==> src/rtl/asyc_fifo.sv <==
// Single-clock FIFO with wrap-flag pointers, registered read data and a one-cycle valid strobe.
// Full/empty are decoded from the registered pointers, so they change only on clk edges.
module asyc_fifo #(
    parameter int unsigned DEPTH = 8,
    parameter int unsigned WIDTH = 8
) (
    input  logic             clk,
    input  logic             rst_n,
    input  logic             wr_EN,
    input  logic [WIDTH-1:0] data_in,
    output logic             full,
    input  logic             rd_EN,
    output logic [WIDTH-1:0] data_out,
    output logic             Dout_valid,
    output logic             empty
);

    localparam int unsigned AW = (DEPTH > 1) ? $clog2(DEPTH) : 1;
    localparam int unsigned PW = AW + 1;

    logic [WIDTH-1:0] mem [DEPTH];

    logic [PW-1:0]    wr_ptr_q, wr_ptr_d;
    logic [PW-1:0]    rd_ptr_q, rd_ptr_d;
    logic [WIDTH-1:0] data_out_q, data_out_d;
    logic             dout_valid_q, dout_valid_d;

    logic             wr_accept;
    logic             rd_accept;
    logic [AW-1:0]    wr_idx;
    logic [AW-1:0]    rd_idx;

    assign wr_idx = wr_ptr_q[AW-1:0];
    assign rd_idx = rd_ptr_q[AW-1:0];

    // Equal index with differing wrap flags means the writer is a full lap ahead.
    assign empty = (wr_ptr_q == rd_ptr_q);
    assign full  = (wr_idx == rd_idx) && (wr_ptr_q[PW-1] != rd_ptr_q[PW-1]);

    assign wr_accept = wr_EN && !full;
    assign rd_accept = rd_EN && !empty;

    always_comb begin
        wr_ptr_d     = wr_ptr_q;
        rd_ptr_d     = rd_ptr_q;
        data_out_d   = data_out_q;
        dout_valid_d = 1'b0;
        if (wr_accept) begin
            wr_ptr_d = wr_ptr_q + 1'b1;
        end
        if (rd_accept) begin
            rd_ptr_d     = rd_ptr_q + 1'b1;
            data_out_d   = mem[rd_idx];
            dout_valid_d = 1'b1;
        end
    end

    always_ff @(posedge clk or negedge rst_n) begin
        if (!rst_n) begin
            wr_ptr_q     <= '0;
            rd_ptr_q     <= '0;
            data_out_q   <= '0;
            dout_valid_q <= 1'b0;
        end else begin
            wr_ptr_q     <= wr_ptr_d;
            rd_ptr_q     <= rd_ptr_d;
            data_out_q   <= data_out_d;
            dout_valid_q <= dout_valid_d;
        end
    end

    // Storage is intentionally not reset; pointer reset alone discards its contents.
    always_ff @(posedge clk) begin
        if (wr_accept) begin
            mem[wr_idx] <= data_in;
        end
    end

    assign data_out   = data_out_q;
    assign Dout_valid = dout_valid_q;

endmodule

==> config.mk <==
export PLATFORM = sky130hd
export DESIGN_NAME = asyc_fifo
export DESIGN_NICKNAME = d
export VERILOG_FILES = /design/src/rtl/asyc_fifo.sv
export SDC_FILE = /design/constraint.sdc
export NUM_CORES = 1
export LEC_CHECK = 0
export CORE_AREA = 8 8 80 82
export CTS_BUF_LIST = sky130_fd_sc_hd__clkbuf_8
export DETAILED_ROUTE_END_ITERATION = 12
export DIE_AREA = 0 0 88 90
export PLACE_DENSITY = 0.88
export SLEW_MARGIN = 20
export SYNTH_ARGS = -nofsm -noshare
export SYNTH_HDL_FRONTEND = slang
export SYNTH_SLANG_ARGS = --single-unit
==> constraint.sdc <==
create_clock -name clk -period 5.7 [get_ports clk]
set_input_delay 1.14 -clock clk [delete_from_list [all_inputs] [get_ports clk]]
set_output_delay 1.14 -clock clk [all_outputs]
set_load 0.01 [all_outputs]
==> metrics.txt, run 1 <==
final hold vios=0; Peak VDD IR=0.353 mV; setup ws final=2000 ps; Buffers on Ports=22; R2R cell count=4; # IOs=23; number of CTS-inserted buffers=9; syn_area_per_cell=19.1 um^2; PwrDens=506 mW/mm^2; CP Max Fanout=20; commonest non-fill, non-tap cell in the layout=edfxtp_1; Post-DP Area=0.00353 mm^2; Hold Path Cell Cnt=2; vias=1564; mapped cell area=0.00324 mm^2; Worst setup SP type=flop; required time of the critical path=4560 ps; slowest stage cell, crit path=dfrtp_1; Rel. slew slack=39.6%; Crit path largest cell delay=880 ps; Slew @ Worst Pin=902 ps; area occupied by multi-input gates=828 um^2; RSZ-0062 raised after global routing=false; CTS HTree Levels=3; first-pass GRT wire length=9030 um; Die Area=0.00792 mm^2; Initial Utilization=61.9%; Clock Power Share=19.0%; Worst Skew=4.89 ps; drt pass-1 iters=4; switching share of power=32.7%; fmax=270 MHz; most frequent cells in the layout=edfxtp_1 (64), clkdlybuf4s50_1 (22), dfrtp_1 (17); placed insts=260; CP top delay family=flip-flops; worst hold slack=492 ps; register area share after synthesis=72.4%; Core ar.=0.00524 mm^2; crit path kind=flop to output pin; initial antenna violation count=0; FFs w/ async S/R, synth=21.0%; Crit path depth=4; Via density=5.67; reg-to-reg slack, setup=2960 ps; Gate power share=33.2%; NetSw=0.612 mW; post-layout min period=3700 ps; floorplan row count=27; FILL cells=337; area occupied by registers=0.00235 mm^2; Tcrit/Tclk final=64.9%; Final Non-Filler Cells=276; RePlAce Congestion=0.812; Reg-to-Reg Start=rd_ptr_q[2]; width of the die=88 um; total of max-cap violations=0; half-perimeter wire length after placement=3740 um; HP Class=flop to flop; n_diodes=0; Worst Path Buf+Inv=1; Reg2Reg Capture Point=mem[6][6]; Max clock buf depth=2; Ys Warns=0; Net Count, Synth=184; vias in the first global route=1750; status=completed; Place WS=2330 ps; CP Capture Point=empty; Tot GR Track Use=15.7%; clk sinks=81; flops & latches, synth=81; clock-pin transition on the worst setup and hold timing paths=80 ps; Slew Limit Fails=0; final instance area=0.00370 mm^2; DR iter-0 viols=159; critical-path cell list=xor2_2, or2_2, nor3_1, clkdlybuf4s50_1; layout cells sized above 1=20.6%; crit end category=output pin; nets=213; P_int=1.26 mW; leakage=1.29 nW; CTS root buf=clkbuf_8; Clock Latency Late Sink=340 ps; Core Util, Final=70.7%; Wirelength per Cell=20.3 um; total gr overflow=0; total power=1.87 mW; DRC errors left=0; Netlist cell types=26; Setup crit start=rd_ptr_q[1]; postcts setup bufs=0; largest net degree at the start of global routing=21; hold_buf cts=0; cells after synthesis=170; post-route ant nets=0; CTS tree=built; Top FF cell, synth=edfxtp_1; EDFF count, synth=64; endpoints failing setup=0; final wirelength=5610 um; Layout area overhead=14.2%; sequential power share=47.8%; Fin Setup TNS=0 ps; Resized Gates After CTS=0; Crit path arrival time=2560 ps; Die Span Y=90 um
## metal layers
| layer | part of all wire [%] | vias up | GRT usage (%) | routed length, um |
|---|---|---|---|---|
| met1 | 40 | 794 | 18.7 | 2240 |
| met3 | 6.4 | 12 | 5.46 | 359 |
| met2 | 51 | 50 | 24.7 | 2880 |
| met4 | 2.2 | 0 | 7.03 | 122 |
| li1 | - | 708 | - | - |
| met5 | 0 | - | 0 | 0 |
## worst min path at each step
stage,to,from
after global placement,data_out[0],data_out[0]
after global routing,data_out[4],data_out[4]
after floorplan,wr_ptr_q[3],wr_ptr_q[3]
after detailed placement,data_out[0],data_out[0]
after CTS,data_out[0],data_out[0]
final,data_out[4],data_out[4]
## layout make-up
cell class                      instances  share of cell area, %
Timing Repair Buffer                   26                   6.76
Inverter                                4                  0.406
Clock buffer                           10                   3.72
Multi-Input combinational cell         77                   22.4
Sequential cell                        81                   63.4
Clock inverter                          6                  0.912
Tap cell                               72                   2.43
## sequential cells by signal (all words and copies together) (netlist names)
register,count
wr_ptr_q,4
mem,64
rd_ptr_q,4
Dout_valid,1
data_out,8
## synthesized netlist by cell type, types with 4 or more instances
library cell / number / area (um^2)
buf_4: 5 / 37.5
dfrtp_1: 17 / 425
edfxtp_1: 64 / 1920
mux2i_1: 8 / 80.1
mux4_2: 16 / 360
nand2_1: 9 / 33.8
nor2_1: 8 / 30.0
nor3_1: 4 / 20.0
o21ai_1: 8 / 40.0
xnor2_1: 4 / 35.0
xor2_1: 5 / 43.8
## power groups by stage
stage / Sequential (mW) / Combinational (mW) / Clock, mW
5_1_grt: 0.911 / 0.680 / 0.390
3_5_place_dp: 0.909 / 0.630 / 0
3_3_place_gp: 0.896 / 0.603 / 0
4_1_cts: 0.896 / 0.633 / 0.365
6_report: 0.895 / 0.622 / 0.357
2_1_floorplan: 0.851 / 0.490 / 0
## cell families after synthesis
| group | share of synthesized area, % |
|---|---|
| DFF | 72.4 |
| and+or+nand+nor | 4.02 |
| muxes | 14.4 |
| buffers and inverters | 2.01 |
| xor gates and xnor gates | 3.44 |
| AOI/OAI and AO/OA | 2.93 |
| adders and majority gates | 0.772 |
## worst min-delay path: cells and delay by family (launching register included)
| kind | cells | cell delay, ps |
|---|---|---|
| flip-flops | 1 | 350 |
| AND/OR/NAND/NOR | 1 | 50 |
| AO/OA/AOI/OAI | 1 | 60 |
(Power assumes the default switching activity.)
==> run 2: changes to the inputs <==
--- a/config.mk
+++ b/config.mk
@@ -5,11 +5,11 @@
 export SDC_FILE = /design/constraint.sdc
 export NUM_CORES = 1
 export LEC_CHECK = 0
-export CORE_AREA = 8 8 80 82
+export CORE_AREA = 8 8 87 89
 export CTS_BUF_LIST = sky130_fd_sc_hd__clkbuf_8
 export DETAILED_ROUTE_END_ITERATION = 12
-export DIE_AREA = 0 0 88 90
-export PLACE_DENSITY = 0.88
+export DIE_AREA = 0 0 95 97
+export PLACE_DENSITY = 0.78
 export SLEW_MARGIN = 20
 export SYNTH_ARGS = -nofsm -noshare
 export SYNTH_HDL_FRONTEND = slang
==> constraint.sdc (replaced) <==
create_clock -name clk -period 3 [get_ports clk]
set_input_delay 0.6 -clock clk [delete_from_list [all_inputs] [get_ports clk]]
set_output_delay 0.6 -clock clk [all_outputs]
set_load 0.01 [all_outputs]
==> run 2 against run 1 <==
  * Sequential cell count did not move
  * Largest power group unchanged
  * Register-to-register slack got worse by 2300 ps
  * Clock power up 140%
  * Cell count rose by 4.3%
  * Critical path type unchanged
  * Highest routed layer unchanged
  * Critical endpoint unchanged
  * Hold slack worse by 6.0 ps
==> metrics.txt, run 2 (synthesis results as in run 1) <==
NetSw=1.21 mW (+97%); Worst Skew=12.1 ps (+7.23 ps); status=completed; n_diodes=0 (unchanged); area occupied by multi-input gates=828 um^2 (unchanged); CTS tree=built; sequential power share=43.5% (-4.3 points); number of CTS-inserted buffers=9 (unchanged); DRC errors left=0 (unchanged); FILL cells=415 (+23%); Slew Limit Fails=0 (unchanged); area occupied by registers=0.00235 mm^2 (unchanged); vias=1599 (+2.2%); Buffers on Ports=22 (unchanged); hold_buf cts=0 (unchanged); vias in the first global route=1710 (-2.3%); P_int=2.58 mW (+100%); switching share of power=31.9% (-0.79 points); RSZ-0062 raised after global routing=false; CP Max Fanout=11 (-45%); Slew @ Worst Pin=732 ps (-170 ps); most frequent cells in the layout=edfxtp_1 (64), clkdlybuf4s50_1 (22), dfrtp_1 (17); Die Area=0.00922 mm^2 (+16%); met2 capacity usage during global routing=21.3% (-3.5 points); largest net degree at the start of global routing=22 (+4.8%); CTS HTree Levels=3 (unchanged); Wirelength per Cell=19.9 um (-1.8%); Max clock buf depth=2 (unchanged); Peak VDD IR=0.760 mV (+110%); post-layout min period=2790 ps; PwrDens=994 mW/mm^2 (+96%); Crit path arrival time=2190 ps (-370 ps); clk sinks=81 (unchanged); Resized Gates After CTS=0 (unchanged); crit path kind=flop to output pin; total gr overflow=0 (unchanged); Layout area overhead=17.5%; Core ar.=0.00620 mm^2 (+18%); Tot GR Track Use=13.8% (-1.9 points); Place WS=558 ps (-1780 ps); postcts setup bufs=0 (unchanged); post-route ant nets=0 (unchanged); Via density=5.55 (-2.0%); met3 Use GR=4.25% (-1.2 points); nets=220 (+3.3%); clock-pin transition on the worst setup and hold timing paths=80 ps (about the same); commonest non-fill, non-tap cell in the layout=edfxtp_1; # IOs=23 (unchanged); required time of the critical path=2400 ps (-2160 ps); busiest metal layer after global routing=met2; Fin Setup TNS=0 ps (unchanged); Reg with most FFs=mem; CTS root buf=clkbuf_8; Gate power share=33.9% (+0.7 points); total of max-cap violations=0 (unchanged); width of the die=95 um (+8.0%); layout cells sized above 1=23.2% (+2.6 points); fmax=359 MHz; max FFs per register=64 (unchanged); leakage=1.35 nW (+4.6%); endpoints failing setup=0 (unchanged); Tcrit/Tclk final=92.9%; Initial Utilization=52.2% (-9.7 points); Rel. slew slack=51.0% (+11 points); crit end category=output pin; first-pass GRT wire length=9280 um (+2.7%); Die Span Y=97 um (+7.8%); Worst setup SP type=flop; half-perimeter wire length after placement=3840 um (+2.8%); DR iter-0 viols=85 (-47%); floorplan row count=29 (+7.4%); final wirelength=5740 um (+2.4%); setup ws final=212 ps (-1790 ps); Clock Latency Late Sink=350 ps (about the same); M1 GR Usage=17.2% (-1.5 points); Clock Power Share=22.5% (+3.5 points); initial antenna violation count=0 (unchanged); drt pass-1 iters=4 (unchanged); RePlAce Congestion=0.757 (-6.8%); HP Class=flop to flop; final hold vios=0 (unchanged)
## run 2: path summary, 6_finish.rpt
kind                        startpoint           to  slack (ps)  cells after the start
setup / recovery           rd_ptr_q[2]        empty         210                      3
hold / removal             data_out[7]  data_out[7]         490                      2
hold reg to reg            data_out[7]  data_out[7]         490                      2
setup reg to reg           rd_ptr_q[2]    mem[4][0]         630                      5
min in group asynchronous        rst_n   Dout_valid         680                      1
max in group asynchronous        rst_n  data_out[5]        1850                      1
## run 2: final cells by class
type | count | share of cell area (%)
timing repair buffer | 33 | 7.96
tap | 77 | 2.53
inverter | 4 | 0.394
clock buffer | 9 | 3.25
multi-input combinational | 77 | 21.8
sequential | 81 | 61.7
clock inverter | 7 | 2.43
## run 2: critical path, stage by stage, from the launching register on
cell and delay [ps]:
dfrtp_1 720, xor2_1 510, nor3_1 110, clkdlybuf4s50_1 500
## run 2: layer usage
| layer | up-vias | routed length, um |
|---|---|---|
| met4 | 0 | 89 |
| li1 | 718 | - |
| met2 | 45 | 2870 |
| met5 | - | 0 |
| met1 | 829 | 2410 |
| met3 | 7 | 366 |
## run 2: per-stage QoR
step	std cells	power [mW]	hold WS (ps)	util, %	area, um^2
finish	288	3.78	486	61.3	3810
global route	288	4.00	525	61.3	3810
CTS	288	3.83	495	61.3	3810
detailed placement	272	2.98	477	57.9	3590
global placement	272	2.90	468	57.9	3590
floorplan	170	2.55	304	-	3240
## run 2: power groups by stage
| stage | combinational [mW] | clock [mW] | sequential, mW |
|---|---|---|---|
| after floorplan | 0.931 | 0 | 1.62 |
| after global placement | 1.26 | 0 | 1.64 |
| after detailed placement | 1.31 | 0 | 1.67 |
| after CTS | 1.31 | 0.871 | 1.65 |
| after global routing | 1.40 | 0.925 | 1.68 |
| final | 1.28 | 0.852 | 1.65 |
==> run 3: changes to the inputs <==
--- a/config.mk
+++ b/config.mk
@@ -5,10 +5,12 @@
 export SDC_FILE = /design/constraint.sdc
 export NUM_CORES = 1
 export LEC_CHECK = 0
+export CAP_MARGIN = 25
 export CORE_AREA = 8 8 87 89
 export CTS_BUF_LIST = sky130_fd_sc_hd__clkbuf_8
 export DETAILED_ROUTE_END_ITERATION = 12
 export DIE_AREA = 0 0 95 97
+export MAX_ROUTING_LAYER = met4
 export PLACE_DENSITY = 0.78
 export SLEW_MARGIN = 20
 export SYNTH_ARGS = -nofsm -noshare
==> run 3 against run 2 <==
  * Cell count is the same
  * Maximum frequency up 0.11%
  * Setup slack better by 3.1 ps
  * Sequential cell count stayed put
  * Routed wire length shrank 1.0%
  * Combinational power about the same
  * Largest power group unchanged
  * Final area unchanged
  * Hold slack hardly changed
  * Critical path type unchanged
  * Sequential share of layout area did not move
  * Clock skew about the same
==> metrics.txt, run 3 (synthesis results as in run 1) <==
status=completed; Hold Path Cell Cnt=2 (unchanged); Crit path arrival time=2180 ps (about the same); clk sinks=81 (unchanged); Resized Gates After CTS=0 (unchanged); CP Max Fanout=11 (unchanged); switching share of power=31.8% (-0.060 points); final wirelength=5690 um (-1.0%); Core Util, Final=61.3% (unchanged); # IOs=23 (unchanged); Slew @ Worst Pin=719 ps (-13.5 ps); largest net degree at the start of global routing=22 (unchanged); n_diodes=0 (unchanged); vias in the first global route=1709 (-0.058%); R2R cell count=5 (unchanged); total of max-cap violations=0 (unchanged); Clock Latency Late Sink=350 ps (about the same); post-route ant nets=0 (unchanged); Worst Skew=12.2 ps (+0.0752 ps); total gr overflow=0 (unchanged); floorplan row count=29 (unchanged); commonest non-fill, non-tap cell in the layout=edfxtp_1; fmax=359 MHz (+0.11%); half-perimeter wire length after placement=3840 um (unchanged); P_int=2.58 mW (about the same); Wirelength per Cell=19.7 um (-1.0%); NetSw=1.20 mW (-0.28%); Final Non-Filler Cells=288 (unchanged); CTS root buf=clkbuf_8; placed insts=272 (unchanged); area occupied by registers=0.00235 mm^2 (unchanged); first-pass GRT wire length=9290 um (+0.15%); number of CTS-inserted buffers=9 (unchanged); drt pass-1 iters=4 (unchanged); Tcrit/Tclk final=92.8% (-0.10 points); DRC errors left=0 (unchanged); Core ar.=0.00620 mm^2 (unchanged); clock-pin transition on the worst setup and hold timing paths=80 ps (about the same); Layout area overhead=17.5% (unchanged); DR iter-0 viols=75 (-12%); width of the die=95 um (unchanged); max FFs per register=64 (unchanged); PwrDens=993 mW/mm^2 (about the same); Fin Setup TNS=0 ps (unchanged); crit end category=output pin; FILL cells=415 (unchanged); Max clock buf depth=2 (unchanged); Reg with most FFs=mem; nets=220 (unchanged); HP Class=flop to flop; Peak VDD IR=0.756 mV (-0.54%); total power=3.78 mW (about the same); vias=1574 (-1.6%); post-layout min period=2780 ps (-3.06 ps); layout cells sized above 1=23.2% (unchanged); CTS HTree Levels=3 (unchanged); Clock Power Share=22.6% (about the same); final hold vios=0 (unchanged); required time of the critical path=2400 ps (about the same); CTS tree=built; most frequent cells in the layout=edfxtp_1 (64), clkdlybuf4s50_1 (22), dfrtp_1 (17); initial antenna violation count=0 (unchanged); crit path kind=flop to output pin; Die Area=0.00922 mm^2 (unchanged); RSZ-0062 raised after global routing=false; Slew Limit Fails=0 (unchanged); sequential power share=43.5% (about the same); Tot GR Track Use=14.2% (+0.42 points); Initial Utilization=52.2% (unchanged); RePlAce Congestion=0.767 (+1.3%); hold_buf cts=0 (unchanged); endpoints failing setup=0 (unchanged); Buffers on Ports=22 (unchanged); Worst setup SP type=flop; Gate power share=33.9% (about the same); area occupied by multi-input gates=828 um^2 (unchanged); Via density=5.47 (-1.6%); Rel. slew slack=51.9% (+0.90 points); postcts setup bufs=0 (unchanged); leakage=1.35 nW (unchanged); Die Span Y=97 um (unchanged)
## run 3: critical path, cell delays in order, from the launching register on
cell and delay, ps:
dfrtp_1 720, xor2_1 510, nor3_1 110, clkdlybuf4s50_1 500
## run 3: worst paths after layout
path                             start          end  slack (ps)
hold / removal             data_out[7]  data_out[7]         490
setup / recovery           rd_ptr_q[2]        empty         220
max in group asynchronous        rst_n  data_out[5]        1860
setup reg to reg           rd_ptr_q[2]    mem[4][0]         630
min in group asynchronous        rst_n   Dout_valid         680
hold reg to reg            data_out[7]  data_out[7]         490
## run 3: final cells by class
type / count / area share (%)
Clock inverter: 7 / 2.43
Multi-Input combinational cell: 77 / 21.8
Tap cell: 77 / 2.53
Inverter: 4 / 0.394
Timing Repair Buffer: 33 / 7.96
Sequential cell: 81 / 61.7
Clock buffer: 9 / 3.25
## run 3: layer usage
metal / track usage, % / vias up / routed length [um]
met4: 6.49 / 0 / 90
met3: 4.02 / 7 / 316
met5: - / - / 0
met1: 17.4 / 809 / 2430
li1: - / 720 / -
met2: 21.4 / 38 / 2850
## run 3: metrics by stage
| stage | hold slack (ps) | cell area, um^2 | setup WS, ps |
|---|---|---|---|
| floorplan | 304 | 3240 | 773 |
| global placement | 468 | 3590 | 642 |
| detailed placement | 477 | 3590 | 558 |
| CTS | 495 | 3810 | 166 |
| global route | 525 | 3810 | 48.7 |
| finish | 486 | 3810 | 215 |
## run 3: power groups by stage
stage               logic (mW)  clock network (mW)  registers [mW]
detailed placement        1.31                   0            1.67
global placement          1.26                   0            1.64
CTS                       1.31               0.871            1.65
global route              1.40               0.925            1.68
floorplan                0.931                   0            1.62
finish                    1.28               0.853            1.65
